`src/rtl/serial_subtractor_4.sv`:
```
// Bit-serial subtractor: recovers a = {cout,s} - b one bit per clock, LSB first, registered borrow.
// Latency: done pulses WIDTH+1 cycles after the accepting start edge; results hold until the next done.
// Backpressure: none; start is only sampled in IDLE/DONE, ignored while busy, and accepted back-to-back in DONE.
//
// Ports:
//   clk     rising-edge clock
//   rst_n   asynchronous active-low reset; aborts any operation in flight
//   start   request; accepted in IDLE or DONE, captures {cout,s} and b
//   s/cout  minuend {cout,s} (WIDTH+1 bits)
//   b       subtrahend (WIDTH bits, zero-extended)
//   busy    high while bits are being processed
//   done    one-cycle pulse, d/borrow/ovf valid alongside it
//   d       low WIDTH bits of the difference (two's complement when negative)
//   borrow  final borrow, i.e. {cout,s} < b
//   ovf     nonnegative result that does not fit in WIDTH bits

module serial_subtractor_4 #(
  parameter int WIDTH = 4
) (
  input  logic             clk,
  input  logic             rst_n,
  input  logic             start,
  input  logic [WIDTH-1:0] s,
  input  logic             cout,
  input  logic [WIDTH-1:0] b,
  output logic             busy,
  output logic             done,
  output logic [WIDTH-1:0] d,
  output logic             borrow,
  output logic             ovf
);

  // Counter must reach WIDTH (index of the final step).
  localparam int CW = (WIDTH < 1) ? 1 : $clog2(WIDTH + 1);

  typedef enum logic [1:0] {
    IDLE = 2'd0,
    RUN  = 2'd1,
    DONE = 2'd2
  } state_t;

  state_t           state_q, state_d;
  logic [WIDTH:0]   m_q, m_d;      // minuend shift register
  logic [WIDTH:0]   b_q, b_d;      // subtrahend shift register
  logic [WIDTH:0]   r_q, r_d;      // result shift register, fills from the top
  logic             br_q, br_d;    // running borrow
  logic [CW-1:0]    cnt_q, cnt_d;  // steps already taken
  logic [WIDTH-1:0] d_q, d_d;
  logic             borrow_q, borrow_d;
  logic             ovf_q, ovf_d;

  logic step_bit;
  logic step_br;
  logic last_step;

  // One full-subtractor slice on the current LSBs.
  always_comb begin
    step_bit  = m_q[0] ^ b_q[0] ^ br_q;
    step_br   = (~m_q[0] & b_q[0]) | (~(m_q[0] ^ b_q[0]) & br_q);
    last_step = (cnt_q == CW'(WIDTH));
  end

  always_comb begin
    state_d  = state_q;
    m_d      = m_q;
    b_d      = b_q;
    r_d      = r_q;
    br_d     = br_q;
    cnt_d    = cnt_q;
    d_d      = d_q;
    borrow_d = borrow_q;
    ovf_d    = ovf_q;

    case (state_q)
      IDLE, DONE: begin
        if (start) begin
          // Operand capture; previous results stay visible until the next done.
          state_d = RUN;
          m_d     = {cout, s};
          b_d     = {1'b0, b};
          br_d    = 1'b0;
          cnt_d   = '0;
          r_d     = '0;
        end else begin
          state_d = IDLE;
        end
      end

      RUN: begin
        m_d   = m_q >> 1;
        b_d   = b_q >> 1;
        br_d  = step_br;
        r_d   = (r_q >> 1) | {step_bit, {WIDTH{1'b0}}};
        cnt_d = cnt_q + CW'(1);
        if (last_step) begin
          // Publish on the same edge as the final step so outputs align with done.
          state_d  = DONE;
          d_d      = r_d[WIDTH-1:0];
          borrow_d = step_br;
          ovf_d    = step_bit & ~step_br;
        end
      end

      default: begin
        state_d = IDLE;
      end
    endcase
  end

  always_ff @(posedge clk or negedge rst_n) begin
    if (!rst_n) begin
      state_q  <= IDLE;
      m_q      <= '0;
      b_q      <= '0;
      r_q      <= '0;
      br_q     <= 1'b0;
      cnt_q    <= '0;
      d_q      <= '0;
      borrow_q <= 1'b0;
      ovf_q    <= 1'b0;
    end else begin
      state_q  <= state_d;
      m_q      <= m_d;
      b_q      <= b_d;
      r_q      <= r_d;
      br_q     <= br_d;
      cnt_q    <= cnt_d;
      d_q      <= d_d;
      borrow_q <= borrow_d;
      ovf_q    <= ovf_d;
    end
  end

  assign busy   = (state_q == RUN);
  assign done   = (state_q == DONE);
  assign d      = d_q;
  assign borrow = borrow_q;
  assign ovf    = ovf_q;

endmodule

```
`config.mk`:
```
export PLATFORM = sky130hd
export DESIGN_NAME = serial_subtractor_4
export DESIGN_NICKNAME = d
export VERILOG_FILES = /design/src/rtl/serial_subtractor_4.sv
export SDC_FILE = /design/constraint.sdc
export NUM_CORES = 1
export LEC_CHECK = 0
export ABC_AREA = 1
export CAP_MARGIN = 20
export CORE_MARGIN = 2
export CORE_UTILIZATION = 55
export CTS_CLUSTER_SIZE = 28
export DETAILED_ROUTE_END_ITERATION = 10
export DONT_BUFFER_PORTS = 1
export GPL_ROUTABILITY_DRIVEN = 0
export PLACE_DENSITY = 0.7
export SYNTH_ARGS = -nofsm -noshare
export SYNTH_HDL_FRONTEND = slang
export SYNTH_SLANG_ARGS = --single-unit
export TNS_END_PERCENT = 5
```
`constraint.sdc`:
```
create_clock -name clk -period 3.35 [get_ports clk]
set_input_delay 0.5025 -clock clk [delete_from_list [all_inputs] [get_ports clk]]
set_output_delay 0.5025 -clock clk [all_outputs]
set_load 0.05 [all_outputs]
```
**After elaboration in Yosys (flattened, before gate mapping)**

Cells that the tools add are included.

- Equal/unequal tests: 5
- Multiplexer cells: 13
- Add/sub/neg operators: 1
- Reductions and logical operators: 5
- Bitwise gates (word level): 10

Operators with widths:

| kind | count |
|---|---|
| $pmux W5 S2 | 3 |
| $mux W5 | 3 |
| $pmux W3 S2 | 1 |
| $or A4 B5 Y5 | 1 |
| $pmux W2 S2 | 1 |
| $reduce_and A2 Y1 | 2 |
| $add A3 B1 Y3 const B | 1 |
| $and A1 B1 Y1 | 3 |
| $eq A3 B3 Y1 const B | 1 |
| $mux W3 | 1 |
| $not A1 Y1 | 3 |
| $eq A2 B1 Y1 const B | 1 |
| $eq A2 B2 Y1 const B | 1 |
| $logic_not A2 Y1 | 1 |
| $mux W1 | 2 |
| $mux W2 | 1 |
| $ne A2 B1 Y1 const B | 1 |
| $ne A2 B2 Y1 const B | 1 |
| $pmux W1 S2 | 1 |
| $reduce_bool A2 Y1 | 1 |
| $reduce_or A2 Y1 | 1 |
| $xor A1 B1 Y1 | 2 |
| $or A1 B1 Y1 | 1 |

- Bits in registers: 27
- Input bits: 12
- Output and inout bits: 8
- Word-level logic and storage cells: 43

**Depth between registers and ports, before layout**

- Word-level depth: 6
- Depth in mapped cells: 8
- Mapped depth without buffers: 7

**Worst setup path before layout**

No wires, ideal clock.

- Kind: register to output
- Start: register state_q[1]
- End: output done
- Arrival time: 1224 ps
- Required time: 2847 ps
- Path buffers: 0
- Setup slack: 1624 ps
- Stages on the path, launching flop included: 3
- Path through: dfrtp_1 > inv_4 > nor2_1

- Cells in the longest elaborated chain, start to end: 1

RTL lines:

| element | line | RTL |
|---|---|---|
| from (decl) | 42 | `state_t state_q, state_d;` |
| from (signal assigned) | 122 | `state_q <= state_d;` |
| $eq A2 B2 Y1 | 135 | `assign done = (state_q == DONE);` |
| to (decl) | 27 | `output logic done,` |

No other way between the ends.

**Worst setup path in the final report**

- Start: register state_q[0]
- End: output done

Same word-level chain as after synthesis.

==> run metrics <==
Max FO, Critical Path 10; # DRC 0; clock root buffer master clkbuf_4; DR WL met3 92 um; core area 2191 um2; CTS clk-pin slew, worst paths 0.13 ns; max-cap violation count 0; fin crit period 2.172 ns; Hold Crit Start cout; Setup Viol. Count Final 0; fin crit share 64.84%; Fill cells 193; largest delay contributor family on the critical path simple AND/OR/NAND/NOR gates; TritonRoute pass-1 iters 4; DR vias 824; Comb pwr share 43.7%; area share of the largest cell type after synthesis 49.90%; post-synth cell types 18; fraction of the yosys area taken by sequential cells 49.90%; CP Class reg -> out; Final WS setup 1.178 ns; RSZ-0062 raised after global routing no; worst r2r src state_q[0]; ant diodes 0; initial antenna violation count 0; top cells by area, synth dfrtp_1 (50%), nand2_1 (12%), inv_1 (8.1%); GRT Total Usage 17.00%; Sequential Power Share 46.5%; Internal 698.2 uW; Setup crit end kind output pin; LEAKAGE 0.7024 nW; largest net degree at the start of global routing 26; Clock Skew 0.01154 ns; vias in the first global route 818; routed len/inst 11.61 um; Max clock buf depth 2; post-synth top area cell dfrtp_1; total CTS buffers 3; initial detailed-routing violation count 13; vias per cell 4.847; FF+latch count, synth 25; worst vdd ir 0.5661 mV; initial core utilization 57.22%; status finished, final reports clean; Final nets 158; clock latency on the worst-skew pair 0.32 ns; fin cells 170; cell count after synthesis 139; relative slew slack 39.28%; met1 WL 943 um; Max stage delay on crit path 0.78 ns; Top Ports 20; Hold Slack 0.3082 ns; min-delay worst type in -> reg; Mapped Nets 154; CP startpoint state_q[0]; Power Dens Cells 1063 nW/um2; Final Max Slew Viols 0; Layout area overhead 4.392%; CP cell instances nor2_1; Crit-path slowest cell nor2_1; YS warnings 0; Die W 51.75 um; CP Buf/Inv Count 0; met2 WL 900 um; detailed placement HPWL 1.398 mm; most common cell after layout, fill and taps aside nand2_1; Net Sw Frac 49.82%; most frequent cells in the layout nand2_1 (39), inv_1 (27), dfrtp_1 (25), nand3_1 (14), o21ai_2 (9); Top Layer Used met4; final WL 1.974 mm; layout cells sized above 1 16.90%; Die Y 51.75 um; post-cts resize count 0; CP arrival 1.67 ns; gr ovfl total 0; Die ar. 2678 um2; pre-CTS setup slack 1.531 ns; Clock power frac 9.8%; row count 17; clock sink count 25; Sw Pwr 693.2 uW; antenna viol nets, final 0; f_max 460.3 MHz; endpoints failing hold 0; Startpoint Class flip-flop; critical path required time 2.85 ns; Port Buffers 0; Mapped Avg Cell Area 9.019 um2; Placed Instances 164; first-pass GRT wire length 3.346 mm; mapped cell area 1254 um2; final setup TNS 0 ns; TritonCTS clock tree built; Slew @ Worst Pin 0.9074 ns; # H-tree levels 1
[power groups by stage]
stage | sequential [mW] | clock (mW) | combinational (mW)
detailed placement | 0.656 | 0 | 0.605
finish | 0.647 | 0.136 | 0.608
global route | 0.664 | 0.149 | 0.698
global placement | 0.651 | 0 | 0.590
floorplan | 0.618 | 0 | 0.576
CTS | 0.648 | 0.141 | 0.620
[stage by stage]
stage	power (mW)	instance area, um2	util, %
after CTS	1.409	1309	59.74
after detailed placement	1.261	1251	57.11
after floorplan	1.194	1254	-
after global placement	1.241	1251	57.11
final	1.391	1309	59.74
after global routing	1.511	1309	59.74
[kinds of logic after synthesis]
group / count (synthesis) / share of synthesized area (%)
adder cells (fa/ha/maj): 3 / 3.593
AO/OA/AOI/OAI: 17 / 9.482
AND/OR/NAND/NOR: 61 / 24.65
flip-flops: 25 / 49.90
buffers and inverters: 33 / 12.37
[routing by layer]
metal / track usage [%] / up-vias
li1: - / 426
met1: 20.91 / 368
met2: 28.63 / 26
met3: 2.874 / 4
met4: 8.772 / 0
met5: 0 / -
[sequential cells by signal (all words and copies together) (netlist names)]
| signal | cells |
|---|---|
| ovf | 1 |
| state_q | 2 |
| d | 4 |
| m_q | 5 |
| cnt_q | 3 |
| br_q | 1 |
| r_q | 4 |
| borrow | 1 |
| b_q | 4 |
[repair_timing]
item | 4_1_cts | 5_1_grt
endpoints found under the hold margin | 25 | 0
setup buffers | 0 | 0
hold buffers | 2 | 0
[path summary, 6_finish.rpt]
path	to	slack (ns)	cells after the start
setup / recovery	done	1.18	1
hold / removal	m_q[4]	0.31	2
setup reg to reg	d[0]	1.73	5
hold reg to reg	m_q[3]	0.50	2
max in group asynchronous	cnt_q[0]	2.60	2
min in group asynchronous	ovf	0.59	2
[synthesized netlist by cell type (all sizes together)]
library cell / instances
buf: 3
dfrtp: 25
fa: 1
ha: 2
inv: 30
nand2: 43
nand3: 15
nor2: 2
o21ai: 17
or2: 1
[final cells by class]
type	count	area, um2	area share, %
sequential	25	625.6	47.80
multi-input combinational	81	473.0	36.14
inverter	30	117.6	8.987
tap	28	35.03	2.677
timing repair buffer	2	30.03	2.294
clock buffer	3	22.52	1.721
clock inverter	1	5.005	0.3824
No activity file was read; power rests on OpenSTA's default activity.
